--- config.mk ---
export PLATFORM = sky130hd
export DESIGN_NAME = bit_serial_adder_flat
export DESIGN_NICKNAME = d
export VERILOG_FILES = /design/src/rtl/bit_serial_adder_if.sv /design/src/rtl/bit_serial_adder.sv /design/src/flat_wrapper.sv
export SDC_FILE = /design/constraint.sdc
export NUM_CORES = 1
export LEC_CHECK = 0
export ABC_CLOCK_PERIOD_IN_PS = 4200
export BUFFER_PORTS_ARGS = -buffer_cell sky130_fd_sc_hd__buf_2
export CAP_MARGIN = 30
export CELL_PAD_IN_SITES_DETAIL_PLACEMENT = 0
export CELL_PAD_IN_SITES_GLOBAL_PLACEMENT = 1
export CORE_MARGIN = 8
export CORE_UTILIZATION = 45
export DETAILED_ROUTE_END_ITERATION = 12
export GPL_TIMING_DRIVEN = 0
export MAX_ROUTING_LAYER = met4
export PLACE_DENSITY_LB_ADDON = 0.1
export SLEW_MARGIN = 20
export SYNTH_ARGS = -nofsm -noshare
export SYNTH_HDL_FRONTEND = slang
export SYNTH_HIERARCHICAL = 1
export SYNTH_SLANG_ARGS = --single-unit
--- constraint.sdc ---
create_clock -name i_clk -period 4.2 [get_ports i_clk]
set_clock_uncertainty 0.15 [all_clocks]
set_input_delay 0.21 -clock i_clk [delete_from_list [all_inputs] [get_ports i_clk]]
set_output_delay 0.21 -clock i_clk [all_outputs]
set_load 0.01 [all_outputs]
--- src/rtl/bit_serial_adder_if.sv ---
// Request/response handshake bundle for bit_serial_adder: operands and carry-in
// travel on the request side, the sum and carry-out on the response side.
interface bit_serial_adder_if #(
    parameter int WIDTH = 8
);
    logic             i_valid;
    logic             o_ready;
    logic [WIDTH-1:0] i_data_a;
    logic [WIDTH-1:0] i_data_b;
    logic             i_carry;
    logic             o_valid;
    logic             i_ready;
    logic [WIDTH-1:0] o_data;
    logic             o_carry;

    modport slave (
        input  i_valid, i_data_a, i_data_b, i_carry, i_ready,
        output o_ready, o_valid, o_data, o_carry
    );

    modport master (
        output i_valid, i_data_a, i_data_b, i_carry, i_ready,
        input  o_ready, o_valid, o_data, o_carry
    );
endinterface

--- src/rtl/bit_serial_adder.sv ---
// Bit-serial WIDTH-bit adder: one full-adder cell evaluated once per clock, LSB first,
// with the carry held in a flop between bits and the sum shifted in from the MSB.
module bit_serial_adder #(
    parameter int WIDTH = 8
) (
    input  logic                 i_clk,
    input  logic                 i_rst_n,
    bit_serial_adder_if.slave    bus
);
    localparam int CNT_W = $clog2(WIDTH + 1);
    localparam logic [CNT_W-1:0] LAST_BIT = CNT_W'(WIDTH - 1);

    typedef enum logic [1:0] {
        IDLE = 2'd0,
        RUN  = 2'd1,
        DONE = 2'd2
    } state_t;

    state_t           state_q,   state_d;
    logic [WIDTH-1:0] shift_a_q, shift_a_d;
    logic [WIDTH-1:0] shift_b_q, shift_b_d;
    logic [WIDTH-1:0] result_q,  result_d;
    logic             carry_q,   carry_d;
    logic [CNT_W-1:0] cnt_q,     cnt_d;
    logic             cell_sum;
    logic             cell_carry;

    full_adder_with_half_adder u_cell (
        .a    (shift_a_q[0]),
        .b    (shift_b_q[0]),
        .cin  (carry_q),
        .sum  (cell_sum),
        .cout (cell_carry)
    );

    always_comb begin
        state_d   = state_q;
        shift_a_d = shift_a_q;
        shift_b_d = shift_b_q;
        result_d  = result_q;
        carry_d   = carry_q;
        cnt_d     = cnt_q;
        case (state_q)
            IDLE: begin
                if (bus.i_valid) begin
                    shift_a_d = bus.i_data_a;
                    shift_b_d = bus.i_data_b;
                    carry_d   = bus.i_carry;
                    result_d  = '0;
                    cnt_d     = '0;
                    state_d   = RUN;
                end
            end
            RUN: begin
                // Written as shift-then-overwrite so WIDTH=1 needs no special case.
                result_d           = result_q >> 1;
                result_d[WIDTH-1]  = cell_sum;
                carry_d            = cell_carry;
                shift_a_d          = shift_a_q >> 1;
                shift_b_d          = shift_b_q >> 1;
                cnt_d              = cnt_q + CNT_W'(1);
                if (cnt_q == LAST_BIT) begin
                    state_d = DONE;
                end
            end
            DONE: begin
                if (bus.i_ready) begin
                    state_d = IDLE;
                end
            end
            default: begin
                state_d = IDLE;
            end
        endcase
    end

    always_ff @(posedge i_clk or negedge i_rst_n) begin
        if (!i_rst_n) begin
            state_q   <= IDLE;
            shift_a_q <= '0;
            shift_b_q <= '0;
            result_q  <= '0;
            carry_q   <= 1'b0;
            cnt_q     <= '0;
        end else begin
            state_q   <= state_d;
            shift_a_q <= shift_a_d;
            shift_b_q <= shift_b_d;
            result_q  <= result_d;
            carry_q   <= carry_d;
            cnt_q     <= cnt_d;
        end
    end

    // Handshake outputs decode state only; data is gated to zero outside DONE.
    assign bus.o_ready = (state_q == IDLE);
    assign bus.o_valid = (state_q == DONE);
    assign bus.o_data  = (state_q == DONE) ? result_q : '0;
    assign bus.o_carry = (state_q == DONE) ? carry_q  : 1'b0;
endmodule

module full_adder_with_half_adder (
    input  logic a,
    input  logic b,
    input  logic cin,
    output logic sum,
    output logic cout
);
    logic s0;
    logic c0;
    logic c1;

    half_adder u_ha0 (.a(a),  .b(b),   .sum(s0),  .cout(c0));
    half_adder u_ha1 (.a(s0), .b(cin), .sum(sum), .cout(c1));

    assign cout = c0 | c1;
endmodule

module half_adder (
    input  logic a,
    input  logic b,
    output logic sum,
    output logic cout
);
    assign sum  = a ^ b;
    assign cout = a & b;
endmodule

--- src/flat_wrapper.sv ---
// flat-port wrapper written by rule: the top's interface ports become plain ports
module bit_serial_adder_flat 
#(
    parameter int WIDTH = 8
)
  (i_clk, i_rst_n, bus_i_valid, bus_i_data_a, bus_i_data_b, bus_i_carry, bus_i_ready, bus_o_ready, bus_o_valid, bus_o_data, bus_o_carry);
  bit_serial_adder_if #(.WIDTH(WIDTH)) bus_i ();
  input  logic i_clk;
  input  logic i_rst_n;
  input wire logic [$bits(bus_i.i_valid)-1:0] bus_i_valid;
  input wire logic [$bits(bus_i.i_data_a)-1:0] bus_i_data_a;
  input wire logic [$bits(bus_i.i_data_b)-1:0] bus_i_data_b;
  input wire logic [$bits(bus_i.i_carry)-1:0] bus_i_carry;
  input wire logic [$bits(bus_i.i_ready)-1:0] bus_i_ready;
  output wire logic [$bits(bus_i.o_ready)-1:0] bus_o_ready;
  output wire logic [$bits(bus_i.o_valid)-1:0] bus_o_valid;
  output wire logic [$bits(bus_i.o_data)-1:0] bus_o_data;
  output wire logic [$bits(bus_i.o_carry)-1:0] bus_o_carry;
  assign bus_i.i_valid = bus_i_valid;
  assign bus_i.i_data_a = bus_i_data_a;
  assign bus_i.i_data_b = bus_i_data_b;
  assign bus_i.i_carry = bus_i_carry;
  assign bus_i.i_ready = bus_i_ready;
  assign bus_o_ready = bus_i.o_ready;
  assign bus_o_valid = bus_i.o_valid;
  assign bus_o_data = bus_i.o_data;
  assign bus_o_carry = bus_i.o_carry;
  bit_serial_adder #(.WIDTH(WIDTH)) u_core (.i_clk(i_clk), .i_rst_n(i_rst_n), .bus(bus_i));
endmodule
==> results.toml <==
[worst_setup_path]
rrSetupSlack_ps = 2630
worst_setup_path_start_kind = "flip-flop"
path_class = "reg -> out"
crit_start = "u_core/state_q[1]"
r2r_cells = 5
rr_startpoint = "u_core/shift_a_q[0]"
crit_arrival_ps = 1500
r2r_end = "u_core/carry_q"
crit_end = "bus_o_ready"
cp_max_fo = 10
worst_ep_required_time_ps = 3840
cp-end-kind = "output pin"

[detailed_routing]
vias_per_cell = 5.03
drc = 0
ant_nets = 0
firstDrtPassIters = 4
routed-via-count = 1191
dr.first_iter.drc_count = 68
drt-total-wl_mm = 3.43
wl_per_cell_um = 14.5

[timing]
min_period_ps = 1860
setup-tns-final_ps = 0
hold_ws_ps = 19.6
tightestPinTransition_ps = 712
rsz0062_at_grt = "no"
max_slew_margin = 0.526
slew_violations = 0
max_freq_mhz = 538
finalSetupViolCount = 0
hold_viol = 0
period_share = 0.443

[pwr]
vdd_drop_max_uv = 435
p_leak_nw = 1.01
p_total_w = 0.00128
power.density_mw_per_mm2 = 668

[layout]
areaGrowthSynthToFinish_pct = 19.5
drive_above_1_share = 0.319
layout_common_cells = "buf_2, dfrtp_1, nand2_1"
final_common_cell = "buf_2"
final_area_mm2 = 0.00192
regArea_um2 = 776
n_antenna_cell = 0
multi_input_area_um2 = 719
nFillCells = 317
nets = 214

[global_routing]
grt_max_degree = 32
grt.total_usage = 0.136
antenna_found_initial = 0
grt_pass1_wl_mm = 5.51
grt_pass1_vias = 1176
gr-total-overflow = 0

[run]
cap_violations = 0

[placed_design]
gp_congestion = 0.795
place_hpwl_mm = 2.50
place_area_mm2 = 0.00182
port_buffers = 30

[logic_synthesis]
synth_top_area_share = 0.482
synthesis.nets = 175
yosysUniqueCellTypes = 28
yosysTopAreaCell = "dfrtp_1"
ys_seq_elements = 31
ys_warn_count = 6
async_reset_ff_frac = 1.00
synth_area_per_cell_um2 = 10.6
yosys-top-cells-area = "dfrtp_1, and3b_1, a22o_1, o21ai_1, buf_6"
synth-seq-area-share = 0.482
netlist_instances = 151
synth-main-ff-cell = "dfrtp_1"
synth_edf_count = 0
netlist_area_mm2 = 0.00161

[die]
start_util = 0.474
ios = 32
core_area_mm2 = 0.00339
dieWidth_um = 75.8
rows = 21
die_y_um = 75.8
dieArea_mm2 = 0.00574

[clock_network]
clock_path_buffers = 2
clk_pin_slew_ps = 90
hold_buffers = 2
cts_resized = 0
clock-sinks = 31
cts_buffers = 5
post_cts_buffers = 0
cts_tree = "done"
htreeDepth = 2
cts_root_buffer = "clkbuf_4"
insertion_delay_ps = 330

[hold_path]
worstHoldStart = "bus_i_data_b[7]"
hold_path_class = "in -> reg"

[outcome]
status = "finished, final reports clean"
[synth_stat cells, types with 2 or more instances]
library cell  number
a21oi_1           11
a21oi_2            7
a22o_1            10
and2_1             9
and3b_1           15
buf_2              2
buf_4              3
buf_6              6
dfrtp_1           31
ha_1               3
inv_1              2
nand2_1           17
nand2b_1           2
nor2b_1            4
o21ai_0            2
o21ai_1           15
[state kept, by name (all words and copies together), names as in the netlist]
register          count
u_core/shift_a_q      8
u_core/state_q        2
u_core/carry_q        1
u_core/cnt_q          4
u_core/result_q       8
u_core/shift_b_q      8
[through the flow]
stage	setup slack [ps]	utilization	std cells
2_1_floorplan	2700	-	151
3_3_place_gp	2660	0.536	227
3_5_place_dp	2640	0.536	227
4_1_cts	2310	0.567	237
5_1_grt	2230	0.567	237
6_report	2340	0.567	237
[final cells by class]
class / instances / area share
clock inverters: 2 / 0.0182
plain buffers: 12 / 0.0547
inverters: 2 / 0.00391
flip-flops and latches: 31 / 0.404
clock buffers: 6 / 0.0267
multi-input cells: 106 / 0.374
well taps: 46 / 0.0299
repair buffers: 32 / 0.0885
[power breakdown]
| group | switching [W] | internal (W) | total [W] | leakage [nW] |
|---|---|---|---|---|
| Combinational | 0.000260 | 0.000275 | 0.000535 | 0.560 |
| Sequential | 0.0000854 | 0.000421 | 0.000506 | 0.404 |
| Clock | 0.000101 | 0.000141 | 0.000242 | 0.0482 |
| Total | 0.000447 | 0.000837 | 0.00128 | 1.01 |
[per-layer routing]
layer  GRT usage  wire, µm
met5           -         0
met3      0.0447       153
met4      0.0576        57
met2       0.211      1640
met1       0.156      1580
[how the worst min path moves through the flow]
stage,endpoint,slack [ps],cells after the start
CTS,u_core/shift_b_q[7],8,3
global placement,u_core/result_q[6],140,1
detailed placement,u_core/result_q[7],150,1
global route,u_core/shift_a_q[7],60,3
finish,u_core/shift_b_q[7],20,3
floorplan,u_core/carry_q,-240,0
[cell families after synthesis]
| logic type | after synthesis | share of synthesized area |
|---|---|---|
| simple gates | 53 | 0.208 |
| buf+inv | 14 | 0.0700 |
| compound gates | 48 | 0.203 |
| fa+ha+maj | 3 | 0.0233 |
| mux | 2 | 0.0132 |
| flops | 31 | 0.482 |
[worst max-delay path, stage by stage, from the launching register on]
cell	delay, ps
dfrtp_1	490
buf_4	230
buf_2	240
nor2_1	70
buf_2	140
Note: power is estimated with default switching activity, not from simulation.
